## src/rtl/rgb_led_pkg.sv

```systemverilog
// Shared types for the RGB LED sequencer: display modes, chase colours and
// breathe direction.
package rgb_led_pkg;

  typedef enum logic [1:0] {
    COUNT   = 2'd0,
    CHASE   = 2'd1,
    BREATHE = 2'd2,
    OFF     = 2'd3
  } mode_e;

  typedef enum logic [1:0] {
    RED   = 2'd0,
    GREEN = 2'd1,
    BLUE  = 2'd2
  } color_e;

  typedef enum logic {
    UP   = 1'b0,
    DOWN = 1'b1
  } dir_e;

  function automatic color_e next_color(input color_e c);
    case (c)
      RED:     return GREEN;
      GREEN:   return BLUE;
      default: return RED;
    endcase
  endfunction

endpackage

```

## src/rtl/tick_gen.sv

```systemverilog
// Free-running prescaler: counts 0..PERIOD-1 and raises tick for the single
// cycle in which the count sits at PERIOD-1.
module tick_gen #(
  parameter int PERIOD = 2
) (
  input  logic CLK,
  input  logic RST,
  output logic tick
);

  localparam int CW = $clog2(PERIOD);
  localparam logic [CW-1:0] LAST = CW'(PERIOD - 1);

  logic [CW-1:0] cnt;

  assign tick = (cnt == LAST);

  // NOTE: sequential state is always written with <= so every flop samples
  // the pre-edge values of its neighbours.
  always_ff @(posedge CLK or posedge RST) begin
    if (RST)       cnt <= '0;
    else if (tick) cnt <= '0;
    else           cnt <= cnt + CW'(1);
  end

endmodule

```

## src/rtl/rgb_led_seq.sv

```systemverilog
// N-LED RGB driver with PWM brightness and four display modes (binary count,
// colour chase, breathe, off). LED pins are registered.
module rgb_led_seq
  import rgb_led_pkg::*;
#(
  parameter int N_LEDS         = 4,
  parameter int PWM_BITS       = 8,
  parameter int STEP_CYCLES    = 20_000_000,
  parameter int BREATHE_CYCLES = 100_000
) (
  input  logic                CLK,
  input  logic                RST,
  input  logic [1:0]          mode,
  input  logic [PWM_BITS-1:0] bright,
  output logic [N_LEDS-1:0]   led_r,
  output logic [N_LEDS-1:0]   led_g,
  output logic [N_LEDS-1:0]   led_b,
  output logic                step_tick
);

  localparam int PTN_W = 3 * N_LEDS;
  localparam int POS_W = (N_LEDS > 1) ? $clog2(N_LEDS) : 1;
  localparam logic [POS_W-1:0]    POS_LAST  = POS_W'(N_LEDS - 1);
  localparam logic [PWM_BITS-1:0] LEVEL_MAX = '1;

  mode_e mode_sel;
  logic  btick;

  logic [PWM_BITS-1:0] pwm_cnt;
  logic [PTN_W-1:0]    ptn, ptn_d;
  logic [POS_W-1:0]    pos, pos_d;
  color_e              color, color_d;
  logic [PWM_BITS-1:0] level, level_d;
  dir_e                dir, dir_d;

  logic [N_LEDS-1:0]   lit_r, lit_g, lit_b;
  logic [PWM_BITS-1:0] duty;
  logic                pwm_on;

  assign mode_sel = mode_e'(mode);

  tick_gen #(.PERIOD(STEP_CYCLES)) u_step_tick (
    .CLK  (CLK),
    .RST  (RST),
    .tick (step_tick)
  );

  tick_gen #(.PERIOD(BREATHE_CYCLES)) u_breathe_tick (
    .CLK  (CLK),
    .RST  (RST),
    .tick (btick)
  );

  always_ff @(posedge CLK or posedge RST) begin
    if (RST) begin
      pwm_cnt <= '0;
      ptn     <= '0;
      pos     <= '0;
      color   <= RED;
      level   <= '0;
      dir     <= UP;
    end else begin
      pwm_cnt <= pwm_cnt + PWM_BITS'(1);
      ptn     <= ptn_d;
      pos     <= pos_d;
      color   <= color_d;
      level   <= level_d;
      dir     <= dir_d;
    end
  end

  // Only the selected mode advances; every other mode's state is held so it
  // resumes where it left off.
  always_comb begin
    // NOTE: every output of a combinational block gets a default first so no
    // path through the case can infer a latch.
    ptn_d   = ptn;
    pos_d   = pos;
    color_d = color;
    level_d = level;
    dir_d   = dir;
    case (mode_sel)
      COUNT: begin
        if (step_tick) ptn_d = ptn + PTN_W'(1);
      end
      CHASE: begin
        if (step_tick) begin
          if (pos == POS_LAST) begin
            pos_d   = '0;
            color_d = next_color(color);
          end else begin
            pos_d = pos + POS_W'(1);
          end
        end
      end
      BREATHE: begin
        // Turn around on the same tick that hits an end, so each end value
        // is shown for one breathe period only.
        if (btick) begin
          if (dir == UP) begin
            if (level == LEVEL_MAX) begin
              dir_d   = DOWN;
              level_d = level - PWM_BITS'(1);
            end else begin
              level_d = level + PWM_BITS'(1);
            end
          end else begin
            if (level == '0) begin
              dir_d   = UP;
              level_d = PWM_BITS'(1);
            end else begin
              level_d = level - PWM_BITS'(1);
            end
          end
        end
      end
      default: ;
    endcase
  end

  always_comb begin
    lit_r = '0;
    lit_g = '0;
    lit_b = '0;
    duty  = '0;
    case (mode_sel)
      COUNT: begin
        lit_r = ptn[3*N_LEDS-1 -: N_LEDS];
        lit_g = ptn[2*N_LEDS-1 -: N_LEDS];
        lit_b = ptn[N_LEDS-1:0];
        duty  = bright;
      end
      CHASE: begin
        duty = bright;
        case (color)
          RED:     lit_r[pos] = 1'b1;
          GREEN:   lit_g[pos] = 1'b1;
          default: lit_b[pos] = 1'b1;
        endcase
      end
      BREATHE: begin
        lit_r = '1;
        lit_g = '1;
        lit_b = '1;
        duty  = level;
      end
      default: ;
    endcase
  end

  assign pwm_on = (pwm_cnt < duty);

  always_ff @(posedge CLK or posedge RST) begin
    if (RST) begin
      led_r <= '0;
      led_g <= '0;
      led_b <= '0;
    end else begin
      led_r <= lit_r & {N_LEDS{pwm_on}};
      led_g <= lit_g & {N_LEDS{pwm_on}};
      led_b <= lit_b & {N_LEDS{pwm_on}};
    end
  end

endmodule

```

## config.mk

```make
export PLATFORM = sky130hd
export DESIGN_NAME = rgb_led_seq
export DESIGN_NICKNAME = d
export VERILOG_FILES = /design/src/rtl/rgb_led_pkg.sv /design/src/rtl/tick_gen.sv /design/src/rtl/rgb_led_seq.sv
export SDC_FILE = /design/constraint.sdc
export NUM_CORES = 1
export LEC_CHECK = 0
export BUFFER_PORTS_ARGS = -buffer_cell sky130_fd_sc_hd__buf_2
export CELL_PAD_IN_SITES_DETAIL_PLACEMENT = 1
export CELL_PAD_IN_SITES_GLOBAL_PLACEMENT = 1
export CORE_MARGIN = 2
export CORE_UTILIZATION = 40
export CTS_CLUSTER_DIAMETER = 80
export DETAILED_ROUTE_END_ITERATION = 6
export PLACE_DENSITY = 0.76
export SYNTH_ARGS = -nofsm -noshare
export SYNTH_HDL_FRONTEND = slang
export SYNTH_SLANG_ARGS = --single-unit
```

## constraint.sdc

```tcl
create_clock -name CLK -period 2.85 [get_ports CLK]
set_input_delay 0.7125 -clock CLK [delete_from_list [all_inputs] [get_ports CLK]]
set_output_delay 0.7125 -clock CLK [all_outputs]
set_load 0.01 [all_outputs]
```

==> results of run 1 <==
## state kept, by name, summed over array words and instances (netlist names)
register / cells
led_g: 4
color: 2
led_b: 4
pos: 2
ptn: 12
pwm_cnt: 8
u_breathe_tick.cnt: 17
u_step_tick.cnt: 25
level: 8
led_r: 4
dir: 1
## synthesized netlist by cell type (all sizes together), types with 7 or more instances
master	count
a21oi	16
and3	12
clkbuf	11
dfrtp	87
ha	17
inv	11
mux2	8
mux2i	7
nand2	29
nand3	26
nand4	19
nor2	78
nor2b	9
nor3	14
o21ai	8
xnor2	28
xor2	27
## worst paths after layout
kind                                startpoint                 end  slack (ns)  cells past startpoint
setup / recovery            u_step_tick.cnt[2]           step_tick        0.18                      5
hold / removal                             RST  u_step_tick.cnt[2]        0.45                      3
setup reg to reg           u_step_tick.cnt[17]              ptn[1]        0.57                      5
hold reg to reg             u_step_tick.cnt[0]  u_step_tick.cnt[0]        0.50                      1
max in group asynchronous                  RST          pwm_cnt[2]        2.03                      3
min in group CLK            u_step_tick.cnt[0]  u_step_tick.cnt[0]        0.50                      1
## cell type report
type	instances	area, µm²	share of cell area (%)
well taps	140	175	3.49
clock inverters	7	72.6	1.44
inverters	11	45.0	0.896
multi-input cells	343	2220	44.3
clock buffers	9	124	2.46
flip-flops and latches	87	2180	43.3
repair buffers	34	208	4.13
## where the power goes
group / internal, mW / switching (mW)
Sequential: 1.25 / 0.00643
Clock: 0.406 / 0.466
Combinational: 0.0431 / 0.0804
## metrics by stage
step                cell area, µm²  std cells  utilization, %  worst slack (ns)
finish                        5030        631            46.2             0.178
floorplan                     4500        454               -            0.0590
detailed placement            4830        615            44.3             0.295
global placement              4830        615            44.3             0.438
CTS                           5020        631            46.1            0.0890
global route                  5030        631            46.2            0.0611
## worst max-delay path, cell delays in order, from the launching register on
cell and delay [ns]:
dfrtp_1 0.44, nand4_1 0.26, nor2_2 0.26, nand4_1 0.12, nor3_1 0.31, buf_2 0.19
## per-layer routing
| metal | GRT usage (%) | up-vias | wire (µm) |
|---|---|---|---|
| li1 | - | 1634 | - |
| met1 | 25.7 | 1668 | 4850 |
| met2 | 30.5 | 42 | 4990 |
| met3 | 3.59 | 13 | 291 |
| met4 | 7.59 | 0 | 177 |
| met5 | 0 | - | 0 |
## cells by family (layout without fill, tap and decap cells)
kind of cell,Yosys count,in the layout,synth area share [%]
AO/OA/AOI/OAI,42,42,6.02
XOR/XNOR,55,55,10.7
adder cells (fa/ha/maj),17,17,4.73
buffers and inverters,24,61,2.09
flip-flops,87,87,48.5
multiplexers,15,15,3.81
AND/OR/NAND/NOR,214,214,24.2
## timing repair
action                                 in CTS  in global routing
buffers inserted                            0                  0
setup endpoints to repair                   0                  1
endpoints found under the hold margin       0                  0
resized for setup                           0                  1
==> reports/metrics.yaml, run 1 <==
clk_latency_ns: 0.38
fin_crit_ns: 2.67
grt_max_degree: 88
dr.pass1.iters: 4
syn_nets: 483
holdBufCountCts: 0
rsz0062_at_grt: "false"
nNetsFinal: 515
portBuffers: 24
area_delta_synth_final_pct: 11.9
drc: 0
leakage_nw: 2.35
synth-seq-cells: 87
clock_path_buffers: 2
synth_top_area_cell: "dfrtp_1"
tns_ns: 0
synth_edf_count: 0
row_count: 38
grt_antenna_before_repair: 0
synth_area_um2: 4490
timing.hold.ws_ns: 0.445
final_hold_viol_count: 0
synth_top_area_share_pct: 48.5
grt_usage_pct: 19.1
first_global_vias: 3567
cts_buffers: 9
finalCritPeriodShare_pct: 93.8
ys_top_cells_by_area: "dfrtp_1 (48%), nor2_1 (6.5%), xnor2_1 (5.5%), xor2_1 (5.3%), ha_1 (4.7%)"
required_ns: 2.14
dp_hpwl_um: 7500
p_per_area_nw_per_um2: 447
fillers: 1245
avgSynthCellArea_um2: 9.90
cts_root_buf: "clkbuf_8"
syn-instance-count: 454
grt_first_pass_wirelength_um: 17800
crit_arrival_ns: 1.96
drt_iter0_drc: 161
end_kind: "primary output"
final_max_slew_viol_count: 0
hold_path.class: "primary input to async pin"
initial_core_util_pct: 41.3
final_cell_mix: "dfrtp_1 (87), nor2_1 (77), nand2_1 (29)"
routed_wl_um: 10300
dieArea_um2: 12100
die_y_um: 110
worst_slew_pin_slew_ns: 0.778
ys.flop_type: "dfrtp_1"
clock_skew_ns: 0.0127
yosys_warnings: 0
async_flop_share_pct: 100
tritoncts: "built"
start_kind: "flip-flop"
routedWlPerCell_um: 16.3
status: "completed"
drive_above_1_share_pct: 13.2
viasPerCell: 5.32
cts.sinks: 87
ant_nets: 0
yosysUniqueCellTypes: 53
ys_seq_area_share_pct: 48.5
io_pins: 25
gp_congestion: 0.767
criticalPathCategory: "flip-flop to primary output"
clk_pin_slew_worst_paths_ns: 0.09
cp_max_fo: 5
drv_cap: 0
report.final.setup_viol: 0
p_total_mw: 2.25
cts.htree.levels: 3
n_antenna_cell: 0
die-width_um: 110
num_vias: 3357
fmax_mhz: 374
slew_headroom_pct: 47.7
layout_commonest_cell: "dfrtp_1"
grt_overflow_total: 0
fp.coreArea_um2: 10900
max-vdd-ir-drop_uv: 228
(Power assumes the default switching activity.)
==> run 2, diff against run 1 <==
Settings changed: SETUP_SLACK_MARGIN set to 0.2.
==> run 2 against run 1 <==
Design area rose by 0.32%. Clock power fell by 6.0%. Combinational power barely moved. Setup slack improved by 0.17 ns. Sequential share of layout area fell by 0.14 points. Largest power group unchanged. Register-to-register slack barely moved. Critical path depth fell by 2. Clock skew fell by 0.0041 ns. Via count rose by 0.66%. Utilization rose by 0.15 points.
==> reports/metrics.yaml, run 2 (synthesis gave the netlist of run 1 again) <==
cts_root_buf: "clkbuf_8"
use_met2_pct: 31.8
cts_buffers: 9
viasPerCell: 5.33
fin_crit_ns: 2.50
timing.hold.ws_ns: 0.412
largest_register_ff_count: 25
clk_latency_ns: 0.37
hold_path.class: "primary input to async pin"
finalCritPeriodShare_pct: 87.8
clock_skew_ns: 0.00863
final_cell_mix: "dfrtp_1 (87), nor2_1 (77), nand2_1 (29)"
crit_arrival_ns: 1.79
dp_hpwl_um: 7510
grt_antenna_before_repair: 0
drc: 0
criticalPathCategory: "flip-flop to primary output"
gr-usage-met3_pct: 3.76
busiest_layer: "met2"
row_count: 38
layout_commonest_cell: "dfrtp_1"
end_kind: "primary output"
routedWlPerCell_um: 16.1
pre_cts_slack_ns: 0.433
slew_headroom_pct: 58.7
final_max_slew_viol_count: 0
io_pins: 25
p_per_area_nw_per_um2: 436
report.final.setup_viol: 0
use_met1_pct: 25.3
die_y_um: 110
gp_congestion: 0.767
dr.pass1.iters: 4
drive_above_1_share_pct: 14.0
fmax_mhz: 400
post_cts_buffers: 0
portBuffers: 24
drt_iter0_drc: 190
worst_slew_pin_slew_ns: 0.618
cts.sinks: 87
fillers: 1234
area_delta_synth_final_pct: 12.2
grt_usage_pct: 19.3
placed_area_um2: 4840
max-vdd-ir-drop_uv: 201
final_cell_area_um2: 5040
grt_first_pass_wirelength_um: 18100
num_vias: 3379
routed_wl_um: 10200
cp_max_fo: 5
ant_nets: 0
clk_pin_slew_worst_paths_ns: 0.09
tns_ns: 0
cts.htree.levels: 3
p_total_mw: 2.20
leakage_nw: 2.35
tritoncts: "built"
start_kind: "flip-flop"
first_global_vias: 3672
top_register: "u_step_tick.cnt"
grt_overflow_total: 0
fp.coreArea_um2: 10900
nNetsFinal: 517
die-width_um: 110
finalWorstSetupSlack_ns: 0.347
grt_max_degree: 46
rsz0062_at_grt: "false"
initial_core_util_pct: 41.3
status: "completed"
final_hold_viol_count: 0
dieArea_um2: 12100
drv_cap: 0
required_ns: 2.14
largestRegisters: "u_step_tick.cnt x25, u_breathe_tick.cnt x17, ptn x12"
clock_path_buffers: 2
==> run 2: timing repair <==
item,in CTS,in global routing
resized for setup,2,2
hold buffers,0,0
endpoints found under the setup margin,1,1
pin swaps,0,2
==> run 2: layout make-up <==
cell class	instances	area (µm²)	area share (%)
Sequential cell	87	2180	43.2
Clock inverter	6	45.0	0.893
Multi-Input combinational cell	343	2240	44.4
Antenna cell	1	2.50	0.0496
Inverter	11	45.0	0.893
Clock buffer	10	138	2.73
Timing Repair Buffer	36	223	4.42
Tap cell	140	175	3.47
==> run 2: final timing paths <==
kind | start | endpoint | slack (ns) | depth (start not counted)
min in group CLK | ptn[11] | ptn[11] | 0.49 | 1
worst min register to register | ptn[11] | ptn[11] | 0.49 | 1
worst max-delay path | u_step_tick.cnt[17] | step_tick | 0.35 | 3
worst max register to register | u_step_tick.cnt[17] | ptn[1] | 0.57 | 5
max in group asynchronous | RST | u_breathe_tick.cnt[3] | 1.82 | 3
worst min-delay path | RST | led_b[1] | 0.41 | 2
==> run 2: metrics by stage <==
stage	std cells	utilization [%]
finish	634	46.3
global route	633	46.3
CTS	633	46.2
detailed placement	617	44.5
global placement	617	44.5
floorplan	454	-
==> run 2: critical path, cell delays in order (launching register included) <==
cell,delay (ns)
dfrtp_1,0.44
or4_1,0.58
nor3_2,0.24
buf_2,0.17
==> run 2: power by group <==
| part | switching, mW | total [mW] | internal [mW] |
|---|---|---|---|
| Sequential | 0.00834 | 1.25 | 1.25 |
| Combinational | 0.0780 | 0.122 | 0.0437 |
| Clock | 0.475 | 0.820 | 0.345 |
| Total | 0.562 | 2.20 | 1.63 |
==> run 2: layer usage <==
metal / up-vias / wire (µm)
met5: - / 0
met4: 0 / 147
met3: 10 / 284
met2: 37 / 5020
met1: 1695 / 4750
li1: 1637 / -
==> run 3, diff against run 2 <==
Settings changed: CORE_UTILIZATION 40 to 43, PLACE_DENSITY 0.76 to 0.8.
==> run 3 against run 2 <==
Via count up 2.6%. Final cell count down 0.32%. Setup slack lost 0.046 ns. Power decreased by 2.0%. Clock skew increased by 0.0057 ns. Fmax fell by 1.8%. Critical path depth is the same. Hold slack improved by 0.032 ns. First-iteration DRC count down 61%. Count of clock-buffer cells in the layout unchanged. Global-route usage rose by 1.7 points. Critical endpoint unchanged.
==> reports/metrics.yaml, run 3 (synthesis gave the netlist of run 1 again) <==
drc: 0
worst_slew_pin_slew_ns: 0.720
worstPathBufferInverterCount: 1
dp_hpwl_um: 7990
path_cells: "or4_1 -> nor3_2 -> buf_2"
start_kind: "flip-flop"
slew_headroom_pct: 51.9
n_antenna_cell: 0
die_y_um: 106
placed_area_um2: 4870
drt_iter0_drc: 74
io_pins: 25
fin_crit_ns: 2.55
cts_buffers: 9
end_kind: "primary output"
final_cell_mix: "dfrtp_1 (87), nor2_1 (77), nand2_1 (29)"
cpPeakStageDelay_ns: 0.59
top_register: "u_step_tick.cnt"
portBuffers: 24
drive_above_1_share_pct: 14.5
nNetsFinal: 521
grt_usage_pct: 21.0
first_global_vias: 3874
drv_cap: 0
status: "completed"
fmax_mhz: 392
routed_wl_um: 10800
hold_path.class: "primary input to async pin"
area_delta_synth_final_pct: 12.4
cts_root_buf: "clkbuf_8"
dieArea_um2: 11300
finalCritPeriodShare_pct: 89.4
viasPerCell: 5.49
grt_antenna_before_repair: 0
num_vias: 3468
rsz0062_at_grt: "false"
largestRegisters: "u_step_tick.cnt x25, u_breathe_tick.cnt x17, ptn x12"
final_util_pct: 49.3
dr.pass1.iters: 4
grt_overflow_total: 0
p_total_mw: 2.15
required_ns: 2.14
reg2reg_setup_slack_ns: 0.47
report.final.setup_viol: 0
criticalPathCategory: "flip-flop to primary output"
die-width_um: 106
cpLargestDelayFamily: "simple AND/OR/NAND/NOR gates"
row_count: 37
post_cts_buffers: 0
clk_latency_ns: 0.37
final_cell_area_um2: 5050
final_max_slew_viol_count: 0
grt_max_degree: 46
grt_first_pass_wirelength_um: 18800
crit_arrival_ns: 1.84
cts.htree.levels: 3
fillers: 1194
cts.sinks: 87
fp.coreArea_um2: 10200
layout_commonest_cell: "dfrtp_1"
max-vdd-ir-drop_uv: 198
leakage_nw: 2.36
crit_slowest_cell: "or4_1"
largest_register_ff_count: 25
timing.hold.ws_ns: 0.444
p_per_area_nw_per_um2: 426
routedWlPerCell_um: 17.1
initial_core_util_pct: 43.9
clock_path_buffers: 2
cp_max_fo: 5
clock_skew_ns: 0.0143
clk_pin_slew_worst_paths_ns: 0.10
tritoncts: "built"
ant_nets: 0
gp_congestion: 0.827
final_hold_viol_count: 0
[run 3: changes by cell type in the layout (fill, tap and decap cells not counted)]
cell	change
o31ai_1	-1
inv_6	+1
clkinv_4	-1
o31ai_2	+1
clkbuf_8	-1
inv_8	-1
diode_2	-1
buf_4	+4
clkbuf_1	+1
[run 3: area by class of cell]
cell class                 count  area (µm²)  share of cell area (%)
multi-input combinational    343        2240                    44.4
clock buffer                  10         128                    2.53
clock inverter                 5        33.8                   0.669
inverter                      11        45.0                   0.892
timing repair buffer          40         253                    5.01
sequential                    87        2180                    43.1
tap                          136         170                    3.37
[run 3: final timing paths]
kind,end,start,depth (start not counted)
worst max-delay path,step_tick,u_step_tick.cnt[17],3
worst min-delay path,u_step_tick.cnt[23],RST,2
worst max register to register,led_r[3],level[7],8
worst min register to register,ptn[11],ptn[11],1
max in group asynchronous,level[3],RST,3
min in group CLK,ptn[11],ptn[11],1
[run 3: metrics by stage]
stage          setup TNS (ns)  worst slack [ns]  std cells
2_1_floorplan               0             0.243        454
5_1_grt                     0             0.210        632
6_report                    0             0.302        632
3_3_place_gp           -0.141           -0.0294        617
3_5_place_dp           -0.587            -0.122        617
4_1_cts                     0             0.230        632
[run 3: metal layers]
metal	wire length [µm]	track usage (%)
met2	5630	37.5
met5	0	0
met3	237	2.94
met4	254	9.02
met1	4690	25.3
[run 3: report_power, final]
group	total (mW)	switching (mW)	internal, mW
registers	1.25	0.00709	1.25
logic	0.131	0.0844	0.0463
clock network	0.769	0.457	0.312
total	2.15	0.549	1.60
[run 3: repair_timing]
item	CTS	global route
setup endpoints to repair	6	1
pin swaps	0	1
gates resized for setup	3	2
hold buffers	0	0
